<file path="config.mk">
export PLATFORM = sky130hd
export DESIGN_NAME = uart_tx
export DESIGN_NICKNAME = d
export VERILOG_FILES = /design/src/rtl/uart_tx.sv
export SDC_FILE = /design/constraint.sdc
export NUM_CORES = 1
export LEC_CHECK = 0
export BUFFER_PORTS_ARGS = -buffer_cell sky130_fd_sc_hd__buf_2
export CORE_ASPECT_RATIO = 1.2
export CORE_MARGIN = 5
export CORE_UTILIZATION = 61
export DETAILED_ROUTE_END_ITERATION = 7
export MAX_ROUTING_LAYER = met4
export PLACE_DENSITY = 0.9
export SYNTH_ARGS = -nofsm -noshare
export SYNTH_HDL_FRONTEND = slang
export SYNTH_SLANG_ARGS = --single-unit
</file>
<file path="constraint.sdc">
create_clock -name clk_i -period 4.6 [get_ports clk_i]
set_clock_uncertainty 0.1 [all_clocks]
set_input_delay 1.38 -clock clk_i [delete_from_list [all_inputs] [get_ports clk_i]]
set_output_delay 1.38 -clock clk_i [all_outputs]
set_load 0.01 [all_outputs]
</file>
<file path="src/rtl/uart_tx.sv">
// UART transmitter: pops bytes from the TX FIFO and sends start, LSB-first data,
// optional parity and one stop bit, each bit lasting ClksPerBit clocks.
module uart_tx #(
  parameter int DataWidth  = 8,
  parameter int ClksPerBit = 868,
  parameter int ParityEn   = 0,
  parameter int ParityOdd  = 0
) (
  input  logic                 clk_i,
  input  logic                 rst_i,
  input  logic                 fifo_empty_i,
  input  logic [DataWidth-1:0] fifo_rd_data_i,
  output logic                 fifo_rd_en_o,
  output logic                 tx_o,
  output logic                 busy_o
);

  localparam int BaudW = (ClksPerBit > 1) ? $clog2(ClksPerBit) : 1;
  localparam int BitW  = (DataWidth > 1) ? $clog2(DataWidth) : 1;
  localparam logic [BaudW-1:0] BaudLast = BaudW'(ClksPerBit - 1);
  localparam logic [BitW-1:0]  BitLast  = BitW'(DataWidth - 1);

  if (ClksPerBit < 2) begin : g_bad_clks_per_bit
    $error("uart_tx: ClksPerBit must be >= 2");
  end

  typedef enum logic [2:0] {
    S_IDLE   = 3'd0,
    S_FETCH  = 3'd1,
    S_START  = 3'd2,
    S_DATA   = 3'd3,
    S_PARITY = 3'd4,
    S_STOP   = 3'd5
  } state_t;

  state_t               r_state;
  logic [BaudW-1:0]     r_baud;
  logic [BitW-1:0]      r_bit;
  logic [DataWidth-1:0] r_shift;
  logic                 r_parity;

  logic                 w_baud_done;
  logic [DataWidth-1:0] w_shift_next;

  function automatic logic parity_of(input logic [DataWidth-1:0] d);
    return (^d) ^ (ParityOdd != 0);
  endfunction

  assign w_baud_done  = (r_baud == BaudLast);
  assign w_shift_next = r_shift >> 1;
  // The pop request is gated by reset so nothing is consumed during the reset cycle.
  assign fifo_rd_en_o = (r_state == S_IDLE) && !fifo_empty_i && !rst_i;

  always_ff @(posedge clk_i) begin
    if (rst_i) begin
      r_state  <= S_IDLE;
      r_baud   <= '0;
      r_bit    <= '0;
      r_shift  <= '0;
      r_parity <= 1'b0;
      tx_o     <= 1'b1;
      busy_o   <= 1'b0;
    end else begin
      // tx_o and busy_o are loaded with the value belonging to the next state.
      case (r_state)
        S_IDLE: begin
          r_baud <= '0;
          tx_o   <= 1'b1;
          if (!fifo_empty_i) begin
            r_state <= S_FETCH;
            busy_o  <= 1'b1;
          end else begin
            busy_o  <= 1'b0;
          end
        end
        S_FETCH: begin
          r_shift  <= fifo_rd_data_i;
          r_parity <= parity_of(fifo_rd_data_i);
          r_baud   <= '0;
          tx_o     <= 1'b0;
          r_state  <= S_START;
        end
        S_START: begin
          if (w_baud_done) begin
            r_baud  <= '0;
            r_bit   <= '0;
            tx_o    <= r_shift[0];
            r_state <= S_DATA;
          end else begin
            r_baud  <= r_baud + 1'b1;
          end
        end
        S_DATA: begin
          if (w_baud_done) begin
            r_baud <= '0;
            if (r_bit == BitLast) begin
              if (ParityEn != 0) begin
                tx_o    <= r_parity;
                r_state <= S_PARITY;
              end else begin
                tx_o    <= 1'b1;
                r_state <= S_STOP;
              end
            end else begin
              r_bit   <= r_bit + 1'b1;
              r_shift <= w_shift_next;
              tx_o    <= w_shift_next[0];
            end
          end else begin
            r_baud <= r_baud + 1'b1;
          end
        end
        S_PARITY: begin
          if (w_baud_done) begin
            r_baud  <= '0;
            tx_o    <= 1'b1;
            r_state <= S_STOP;
          end else begin
            r_baud  <= r_baud + 1'b1;
          end
        end
        S_STOP: begin
          if (w_baud_done) begin
            r_baud  <= '0;
            busy_o  <= 1'b0;
            r_state <= S_IDLE;
          end else begin
            r_baud  <= r_baud + 1'b1;
          end
        end
        default: begin
          r_state <= S_IDLE;
          r_baud  <= '0;
          tx_o    <= 1'b1;
          busy_o  <= 1'b0;
        end
      endcase
    end
  end

endmodule

</file>
* Word-level counts from Yosys, hierarchy flattened *
Index checks and enable logic that the tools add are counted.

storage, ports and cells
  input port bits = 11
  output and inout port bits = 3
  logic and storage cells = 61
  bits in registers = 26

cells by class
  reduce and logical (&&, ||, !) cells = 15
  $add $sub $neg = 2
  bitwise gates (word level) = 3
  equal/unequal tests = 14
  mux-type cells = 21

operator list
  cell                     count
  $mux W3                  8
  $pmux W3 S6              1
  $mux W8                  2
  $pmux W8 S2              1
  $ne A2 B2 Y1 const B     7
  $add A10 B1 Y10 const B  1
  $eq A10 B10 Y1 const B   1
  $eq A3 B3 Y1 const B     3
  $reduce_and A4 Y1        2
  $reduce_or A4 Y1         2
  $eq A3 B2 Y1 const B     2
  $mux W1                  6
  $pmux W3 S2              1
  $reduce_and A6 Y1        1
  $pmux W1 S5              1
  $reduce_bool A2 Y1       2
  $add A3 B1 Y3 const B    1
  $eq A3 B1 Y1 const B     1
  $logic_not A3 Y1         1
  $not A1 Y1               3
  $pmux W1 S3              1
  $reduce_and A3 Y1        1
  $reduce_or A3 Y1         1
  $logic_and A1 B1 Y1      2
  other kinds (2)          3

* Depth between registers and ports, before layout *
Gate-level depths: netlist (run 1).

  word-level depth = 4
  mapped depth = 7
  depth with buffers taken out = 6

* Least setup slack after synthesis (run 1) *
OpenSTA, ideal clock, no wires.

  path type = input -> output
  from = input port rst_i
  to = output port fifo_rd_en_o
  buffers on the path = 1
  cell stages on the path = 2
  path slack = 1.123 ns
  data arrival time = 1.997 ns
  data required time = 3.120 ns
  path through = clkbuf_1 -> nor4b_1

between the ends
  word-level cells in the longest chain between the ends = 2

RTL lines
  element              line  source
  start, declared      10    input logic rst_i,
  $logic_not A1 Y1     52    assign fifo_rd_en_o = (r_state == S_IDLE) && !fifo_empty_i && !rst_i;
  $logic_and A1 B1 Y1  52
  end, declared        13    output logic fifo_rd_en_o,

No other way between the ends.

* Worst setup path after layout (run 1) *
Same ends and word-level chain as after synthesis.

==> summary.md, run 1 <==
| Metric | Value |
|---|---|
| Crit. End Element | output port |
| Antenna-violating nets left | 0 |
| Reg2reg start | r_state[1] |
| Clock transition at path regs | roughly 150 ps |
| Full die area | 3250 um2 |
| Post-Syn Area per Cell | 8.63 um2 |
| Hold slack | ~400 ps |
| Largest net degree at the start of global routing | 23 |
| Placeable Area | between 2000 and 2500 um2 |
| Most instantiated library cell after synthesis | dfxtp_1 |
| Post-DP HPWL | around 1900 um |
| I/O pins | 14 |
| Pleak | about 0.0005 uW |
| Nets@finish | roughly 180 |
| FF/Latch Area | 520 um2 |
| Synth warnings | 0 |
| R2r setup slk | 2210 ps |
| Power share of the clock group | 0.346 |
| Most used cell, CP | buf_2 |
| Antenna violations before repair | 0 |
| P_int | approximately 350 uW |
| HP Start | r_bit[2] |
| Postcts setup bufs | 0 |
| Number of hold buffers added after cts | 0 |
| Max Buffers Root-to-Sink | 2 |
| Setup_tns | 0 ps |
| Rel. slew slack | 0.426 |
| PortBufs | 13 |
| Worst Setup SP | rst_i |
| Netlist area before placement | ~1300 um2 |
| Vias/cell | between 5 and 6 |
| H-tree depth | 1 |
| TritonCTS clock tree | done |
| Final wirelength | 2690 um |
| Final Util | 0.700 |
| Asr flop ratio synth | 0 |
| Synthesis-stage register bit count | 26 |
| CTS buffer count | 3 |
| Multi-input gate area | 761 um2 |
| Final Max Slew Viols | 0 |
| Slowest stage delay, CP | 310 ps |
| VDD IR max | 0.175 mV |
| Synth unique cells | 39 |
| Net switching power | around 110 uW |
| Global Route Usage Sum | 0.188 |
| Slowest cell on crit path | nor4b_1 |
| Post-synth top area share | 0.387 |
| Setup-failing EPs final | 0 |
| Detailed Routing Iterations Pass 1 | 4 |
| Filler instances | between 150 and 200 |
| Max FO, Critical Path | 22 |
| Hold WC Path Type | flip-flop to flip-flop |
| Post-CTS sizing | 0 |
| Sw Ratio | 0.240 |
| Place WS | 1030 ps |
| Cells after Synth | 156 |
| Synthesis-to-layout area growth | 8.92% |
| Clk Latency, worst-skew pair | 330 ps |
| Die span in x | 52.9 um |
| CTS sink cnt | 26 |
| Yosys top cell by area | dfxtp_1 |
| Rows | 18 |
| Commonest cells post-synth | dfxtp_1, nor2_1, a21oi_1 |
| Max-Cap Viols | 0 |
| Remaining global-route overflow | 0 |
| Startpoint types | input port |
| Die Y | approximately 61 um |
| Post-synth net total | around 170 |
| Via count of the first global-routing pass | around 1100 |
| Root buf cell | clkbuf_4 |
| RSZ-0062 raised after global routing | no |
| DR iter-0 viols | 39 |
| Critical Path, Cell by Cell | buf_2 > nor4b_1 > buf_2 |
| Top_reg_cell synth | dfxtp_1 |
| Drt wl/cell | around 14 um |
| Detailed-route via count | roughly 1200 |
| Maximum clock frequency | between 200 and 300 MHz |
| CP arrival | around 2100 ps |
| Worst setup slack after layout | 1010 ps |
| Sequential-to-total area share from yosys stat | 0.387 |
| Remaining routing DRC violations | 0 |
| Part of the cycle the worst path needs | 0.779 |
| Slew @ Worst Pin | roughly 850 ps |
| Diodes inserted | 0 |
| Crit-path leading delay family | buffers and inverters |
| Outcome | completed |
| Top post-synthesis cells by area | dfxtp_1, nor2_1, a21oi_1, ha_1, mux2i_1 |
| Starting Density | 0.643 |
| Power Density | roughly 310 nW/um2 |
| Sequential share of power | 0.539 |
| Combinational share of power | 0.115 |
| Critical path type | input port to output port |
| Final number of hold-violating endpoints | 0 |
| Post-synth EDFFs | 0 |
| Worst path bufs/invs | 2 |
| Final min period | between 3000 and 4000 ps |
| GP Congestion | 0.906 |
| Layout cell share with drive strength beyond 1 | 0.140 |
| Worst EP required | around 3100 ps |
| First-pass GRT wire length | roughly 4500 um |
-- stage by stage --
stage | instances | instance area, um2 | total power (uW)
finish | 194 | 1470 | 459
global route | 194 | 1470 | 475
CTS | 194 | 1470 | 459
detailed placement | 190 | 1410 | 304
global placement | 190 | 1410 | 301
floorplan | 156 | 1350 | 289
-- registers in the layout (all words and copies together), names as in the netlist --
register / count
busy_o: 1
r_bit: 3
tx_o: 1
r_baud: 10
r_state: 3
r_shift: 8
-- tightest hold or removal path: cells and delay by family (launching register included) --
family,cells,cell delay (ps)
AO/OA/AOI/OAI,1,70
flip-flops,1,340
buffers and inverters,1,50
-- final cells by class --
| cell class | count | share of cell area |
|---|---|---|
| Clock buffer | 3 | 0.0154 |
| Multi-Input combinational cell | 113 | 0.519 |
| Timing Repair Buffer | 13 | 0.0444 |
| Clock inverter | 1 | 0.0205 |
| Sequential cell | 26 | 0.355 |
| Tap cell | 30 | 0.0256 |
| Inverter | 8 | 0.0205 |
-- worst paths after layout --
kind	to	cells past startpoint
setup reg to reg	r_baud[9]	4
setup / recovery	fifo_rd_en_o	3
hold / removal	r_bit[2]	2
hold reg to reg	r_bit[2]	2
-- per-layer routing --
layer,share of wire,wire length [um],vias to the layer above,global-route usage
met5,0,0,-,-
met1,0.43,1150,542,0.205
met2,0.51,1370,27,0.326
met4,0.026,70,0,0.102
met3,0.040,108,8,0.0291
li1,-,-,579,-
-- power by group through the flow --
stage               clock [uW]  combinational (uW)  sequential, uW
floorplan                    0                41.5             247
CTS                        159                52.5             247
global placement             0                49.5             251
detailed placement           0                52.1             252
global route               168                58.1             249
finish                     159                52.7             247
-- cells by family after synthesis --
kind of cell / after synthesis / share of synthesized area
adders and majority gates: 5 / 0.0465
xor gates and xnor gates: 8 / 0.0520
buffers and inverters: 17 / 0.0483
DFF: 26 / 0.387
and+or+nand+nor: 55 / 0.217
AOI/OAI and AO/OA: 39 / 0.205
muxes: 6 / 0.0446
-- layout by cell type, fill, tap and decap left out, drive strengths merged, types with 2 or more instances in the layout --
master,instances
dfxtp,26
nor2,20
a21oi,13
buf,13
inv,8
nand2,7
mux2i,6
a211oi,6
nand3,6
xnor2,6
o21ai,5
ha,5
nor3,3
nand2b,3
a31oi,3
clkbuf,3
nor2b,2
xor2,2
o311ai,2
a21o,2
nand4,2
o32ai,2
nor4,2
or3b,2
or4,2
Note: power is estimated with default switching activity, not from simulation.
==> run 2: changes to the inputs <==
Settings changed: CORE_UTILIZATION 61 to 51, PLACE_DENSITY 0.9 to 0.81.
Clock period 4.6 ns to 3.14 ns, I/O delays scaled along.
==> run 2 against run 1 <==
Global-route usage is 2.8 points lower. Hold slack better by 6.9 ps. Sequential share of layout area is 0.091 points higher. Combinational power is 65% higher. Critical endpoint unchanged.
==> summary.md, run 2 (same netlist as run 1, synthesis figures left out) <==
| Metric | Value |
|---|---|
| Slowest stage delay, CP | 250 ps (was 310 ps) |
| Post-DP HPWL | 2040 um (was 1940 um) |
| P_int | 429 uW (was 349 uW) |
| Largest net degree at the start of global routing | 22 (was 23) |
| Most frequent cells in the layout | dfxtp_1, nor2_1, a21oi_1, buf_2, inv_1 (unchanged) |
| Crit-path leading delay family | buffers and inverters (unchanged) |
| Remaining routing DRC violations | 0 (unchanged) |
| Place WS | 590 ps (was 1030 ps) |
| Net switching power | 161 uW (was 110 uW) |
| Power Density | 403 nW/um2 (was 313 nW/um2) |
| Postcts setup bufs | 0 (unchanged) |
| GP Congestion | 0.812 (was 0.906) |
| Remaining global-route overflow | 0 (unchanged) |
| Die span in x | 56.9 um (was 52.9 um) |
| Sequential share of power | 0.604 (was 0.539) |
| Full die area | 3770 um2 (was 3250 um2) |
| Number of flip-flops under the largest register name | 10 (unchanged) |
| Diodes inserted | 0 (unchanged) |
| First-pass GRT wire length | 4700 um (was 4460 um) |
| Worst EP required | 2100 ps (was 3120 ps) |
| Nets@finish | 184 (was 181) |
| Final Power | 590 uW (was 459 uW) |
| Root buf cell | clkbuf_4 (unchanged) |
| Starting Density | 0.533 (was 0.643) |
| Crit. End Element | output port (unchanged) |
| Vias/cell | 5.74 (was 5.96) |
| Maximum clock frequency | about 400 MHz |
| Slew @ Worst Pin | 650 ps (was 855 ps) |
| Worst setup slack after layout | 614 ps (was 1010 ps) |
| Placeable Area | 2530 um2 (was 2090 um2) |
| Detailed Routing Iterations Pass 1 | 4 (unchanged) |
| Final min period | approximately 2500 ps |
| Number of hold buffers added after cts | 0 (unchanged) |
| Most common cell after layout, fill and taps aside | dfxtp_1 (unchanged) |
| Die Y | 66.3 um (was 61.5 um) |
| Critical Path, Cell by Cell | buf_2 > nor4b_1 > buf_2 (unchanged) |
| Startpoint types | input port (unchanged) |
| Pleak | 0.000488 uW (was 0.000487 uW) |
| Antenna-violating nets left | 0 (unchanged) |
| Synthesis-to-layout area growth | 8.64% (was 8.92%) |
| Clk Latency, worst-skew pair | 330 ps (about the same) |
| TritonCTS clock tree | done (unchanged) |
| Final wirelength | 2810 um (was 2690 um) |
| Hold WC Path Type | flip-flop to flip-flop (unchanged) |
| Via count of the first global-routing pass | 1090 (was 1093) |
| CTS sink cnt | 26 (unchanged) |
| Clock transition at path regs | 140 ps (was 150 ps) |
| Max Buffers Root-to-Sink | 2 (unchanged) |
| Drt wl/cell | 14.1 um (was 13.9 um) |
| Slowest cell on crit path | nor4b_1 (unchanged) |
| Final Max Slew Viols | 0 (unchanged) |
| Outcome | completed (unchanged) |
| PortBufs | 13 (unchanged) |
| I/O pins | 14 (unchanged) |
| H-tree depth | 1 (unchanged) |
| Part of the cycle the worst path needs | 0.804 |
| Detailed-route via count | 1142 (was 1156) |
| Critical path type | input port to output port (unchanged) |
| VDD IR max | 0.267 mV (was 0.175 mV) |
| Sw Ratio | 0.273 (was 0.240) |
| Post-CTS sizing | 0 (unchanged) |
| Max FO, Critical Path | 3 (was 22) |
| DR iter-0 viols | 31 (was 39) |
| Global Route Usage Sum | 0.160 (was 0.188) |
| Setup-failing EPs final | 0 (unchanged) |
| CP arrival | 1480 ps (was 2100 ps) |
| Post-Layout Inst Area | 1460 um2 (was 1470 um2) |
| Biggest register | r_baud (unchanged) |
| Rows | 20 (was 18) |
| Combinational share of power | 0.147 (was 0.115) |
| Power share of the clock group | 0.249 (was 0.346) |
| Antenna violations before repair | 0 (unchanged) |
| Placed inst area | 1440 um2 (was 1410 um2) |
| Regs by FF count | r_baud: 10 flops, r_shift: 8 flops (unchanged) |
| CTS buffer count | 3 (unchanged) |
| RSZ-0062 raised after global routing | no (unchanged) |
| Worst path bufs/invs | 2 (unchanged) |
| Max-Cap Viols | 0 (unchanged) |
| Most used cell, CP | buf_2 (unchanged) |
| Setup_tns | 0 ps (unchanged) |
| Rel. slew slack | 0.566 (was 0.426) |
| Final number of hold-violating endpoints | 0 (unchanged) |
| Layout cell share with drive strength beyond 1 | 0.151 (was 0.140) |
run 2: metrics by stage:
stage,util,std cells,hold slack [ps]
6_report,0.579,199,399
5_1_grt,0.579,199,438
2_1_floorplan,-,156,341
4_1_cts,0.579,199,405
3_3_place_gp,0.570,196,362
3_5_place_dp,0.570,196,375
run 2: final timing paths:
path           startpoint            to  slack [ps]  cells past startpoint
min             r_baud[0]     r_baud[0]         400                      1
max reg2reg     r_baud[0]      r_bit[2]         910                      5
min reg2reg     r_baud[0]     r_baud[0]         400                      1
max          fifo_empty_i  fifo_rd_en_o         610                      3
run 2: metal layers:
metal | wire [um] | global-route usage | up-vias
met3 | 104 | 0.0234 | 8
met2 | 1480 | 0.280 | 26
met1 | 1160 | 0.181 | 524
li1 | - | - | 584
met4 | 67 | 0.0696 | 0
met5 | 0 | - | -
run 2: cell type report:
cell class,count,area [um2]
Multi-Input combinational cell,113,761
Sequential cell,26,520
Tap cell,33,41.3
Clock buffer,3,22.5
Timing Repair Buffer,16,87.6
Fill cell,227,1060
Inverter,8,30.0
run 2: power by group through the flow:
stage	combinational, uW	clock (uW)	sequential, uW
after CTS	86.7	148	356
final	86.7	147	356
after global placement	81.6	0	363
after global routing	96.2	162	359
after detailed placement	86.0	0	363
after floorplan	60.8	0	362
==> run 3: changes to the inputs <==
Settings changed: ABC_AREA set to 1, CORE_UTILIZATION 51 to 57, PLACE_DENSITY 0.81 to 0.85.
Clock period 3.14 ns to 2.5 ns, I/O delays scaled along.
==> run 3 against run 2 <==
Clock power is 42% higher. Area after synthesis rose by 7.3%. Final cell count rose by 28%. Worst setup slack got worse by 350 ps. Critical endpoint unchanged.
==> summary.md, run 3 <==
| Metric | Value |
|---|---|
| GP Congestion | 0.863 (was 0.812) |
| Cells after Synth | 206 (was 156) |
| Outcome | completed (unchanged) |
| Part of the cycle the worst path needs | 0.893 |
| CTS sink cnt | 26 (unchanged) |
| Slew @ Worst Pin | 482 ps (was 650 ps) |
| Full die area | 3650 um2 (was 3770 um2) |
| Starting Density | 0.583 (was 0.533) |
| Synth warnings | 0 (unchanged) |
| Postcts setup bufs | 0 (unchanged) |
| Number of hold buffers added after cts | 0 (unchanged) |
| Synth unique cells | 27 (was 39) |
| Max FO, Critical Path | 7 (was 3) |
| Antenna violations before repair | 0 (unchanged) |
| Most common cell after layout, fill and taps aside | nand2_1 (was dfxtp_1) |
| Final min period | between 2000 and 2500 ps |
| Top post-synthesis cells by area | dfxtp_1, nand2_1, nand3_1, nor2_1, a21oi_1 (was dfxtp_1, nor2_1, a21oi_1, ha_1, mux2i_1) |
| CP arrival | 1380 ps (was 1480 ps) |
| Via count of the first global-routing pass | 1184 (was 1090) |
| Max-Cap Viols | 0 (unchanged) |
| PortBufs | 13 (unchanged) |
| Commonest cells post-synth | nand2_1, dfxtp_1, nor2_1 (was dfxtp_1, nor2_1, a21oi_1) |
| Setup-failing EPs final | 0 (unchanged) |
| Most instantiated library cell after synthesis | nand2_1 (was dfxtp_1) |
| First-pass GRT wire length | 4810 um (was 4700 um) |
| Most frequent cells in the layout | nand2_1, dfxtp_1, nor2_1, inv_1, nand3_1 (was dfxtp_1, nor2_1, a21oi_1, buf_2, inv_1) |
| Final number of hold-violating endpoints | 0 (unchanged) |
| Final Util | 0.636 (was 0.579) |
| Clock transition at path regs | 130 ps (was 140 ps) |
| CTS buffer count | 3 (unchanged) |
| Clk Latency, worst-skew pair | 320 ps (was 330 ps) |
| TritonCTS clock tree | done (unchanged) |
| R2R depth | 6 (was 5) |
| Post-synth net total | 222 (was 172) |
| Sequential-to-total area share from yosys stat | 0.360 (was 0.387) |
| Placeable Area | 2480 um2 (was 2530 um2) |
| Rows | 20 (unchanged) |
| Post-synth top area share | 0.360 (was 0.387) |
| Power Density | 813 nW/um2 (was 403 nW/um2) |
| Placed inst area | 1540 um2 (was 1440 um2) |
| Worst EP required | 1650 ps (was 2100 ps) |
| Post-Syn Area per Cell | 7.02 um2 (was 8.63 um2) |
| Synthesis-stage register bit count | 26 (unchanged) |
| Detailed-route via count | 1288 (was 1142) |
| Diodes inserted | 0 (unchanged) |
| Final wirelength | 2560 um (was 2810 um) |
| Remaining routing DRC violations | 0 (unchanged) |
| Number of flip-flops under the largest register name | 10 (unchanged) |
| H-tree depth | 1 (unchanged) |
| Asr flop ratio synth | 0 (unchanged) |
| Startpoint types | flip-flop (was input port) |
| Hold Path Stages | 1 (unchanged) |
| Top_reg_cell synth | dfxtp_1 (unchanged) |
| Max Buffers Root-to-Sink | 2 (unchanged) |
| Global Route Usage Sum | 0.167 (was 0.160) |
| Layout cell share with drive strength beyond 1 | 0.172 (was 0.151) |
| Die Y | 65.2 um (was 66.3 um) |
| Final Max Slew Viols | 0 (unchanged) |
| Netlist area before placement | 1450 um2 (was 1350 um2) |
| Setup_tns | 0 ps (unchanged) |
| Root buf cell | clkbuf_4 (unchanged) |
| Maximum clock frequency | between 400 and 500 MHz |
| Post-synth EDFFs | 0 (unchanged) |
| VDD IR max | 0.511 mV (was 0.267 mV) |
| DR iter-0 viols | 43 (was 31) |
| Biggest register | r_baud (unchanged) |
| Vias/cell | 5.07 (was 5.74) |
| Remaining global-route overflow | 0 (unchanged) |
| Nets@finish | 238 (was 184) |
| Largest net degree at the start of global routing | 15 (was 22) |
| Hold WC Path Type | flip-flop to flip-flop (unchanged) |
| Synthesis-to-layout area growth | 9.09% (was 8.64%) |
| Regs by FF count | r_baud: 10 flops, r_shift: 8 flops (unchanged) |
| Post-CTS sizing | 0 (unchanged) |
| Yosys top cell by area | dfxtp_1 (unchanged) |
| RSZ-0062 raised after global routing | no (unchanged) |
| Die span in x | 56.0 um (was 56.9 um) |
| Post-Layout Inst Area | 1580 um2 (was 1460 um2) |
| Detailed Routing Iterations Pass 1 | 4 (unchanged) |
| Crit. End Element | output port (unchanged) |
| Critical path type | flip-flop to output port (was input port to output port) |
| Pleak | 0.000672 uW (was 0.000488 uW) |
| I/O pins | 14 (unchanged) |
| Rel. slew slack | 0.677 (was 0.566) |
| Antenna-violating nets left | 0 (unchanged) |
| Post-DP HPWL | 1960 um (was 2040 um) |
| Drt wl/cell | 10.1 um (was 14.1 um) |
-- run 3: changes by cell type after synthesis, sizes merged, moves of 5 or more --
cell,before,now
nand3,6,24
clkbuf,8,1
mux2i,6,0
nand2,7,67
inv,8,24
xnor2,6,1
-- run 3: cells by family after synthesis --
kind of cell	share of synthesized area
adder cells (fa/ha/maj)	0.0433
flip-flops	0.360
AO/OA/AOI/OAI	0.0857
buffers and inverters	0.0701
AND/OR/NAND/NOR	0.435
XOR/XNOR	0.00606
-- run 3: critical path, stage by stage, from the launching register on --
cell and delay, ps:
dfxtp_1 450, nor2_1 260, nand3b_1 130, nor2_1 90
buf_2 130
-- run 3: worst paths after layout --
kind | from | to | slack (ps)
max | r_state[1] | fifo_rd_en_o | 270
min | r_baud[0] | r_baud[0] | 360
max reg2reg | r_bit[0] | r_shift[5] | 720
min reg2reg | r_baud[0] | r_baud[0] | 360
-- run 3: per-stage QoR --
step	std cells	setup slack, ps	power, uW	hold WS, ps
5_1_grt	254	42.5	1400	383
3_5_place_dp	250	413	1080	341
4_1_cts	254	262	1290	360
6_report	254	267	1280	358
3_3_place_gp	250	420	1070	329
2_1_floorplan	206	527	978	318
-- run 3: report_power, final --
| part | switching [uW] | total (uW) | internal (uW) | leakage (uW) |
|---|---|---|---|---|
| registers | 68.5 | 551 | 483 | 0.000212 |
| logic | 330 | 522 | 192 | 0.000440 |
| clock network | 119 | 209 | 89.1 | 0.0000210 |
-- run 3: layer usage --
| metal | global-route usage | vias up | wire (um) |
|---|---|---|---|
| met1 | 0.198 | 557 | 1180 |
| met5 | - | - | 0 |
| met2 | 0.275 | 24 | 1190 |
| li1 | - | 696 | - |
| met3 | 0.0177 | 11 | 91 |
| met4 | 0.0979 | 0 | 97 |
-- run 3: final cells by class --
class | count | area (um2)
fill | 223 | 901
multi-input combinational | 154 | 823
sequential | 26 | 520
inverter | 24 | 90.1
timing repair buffer | 13 | 65.1
tap | 33 | 41.3
clock buffer | 4 | 36.3
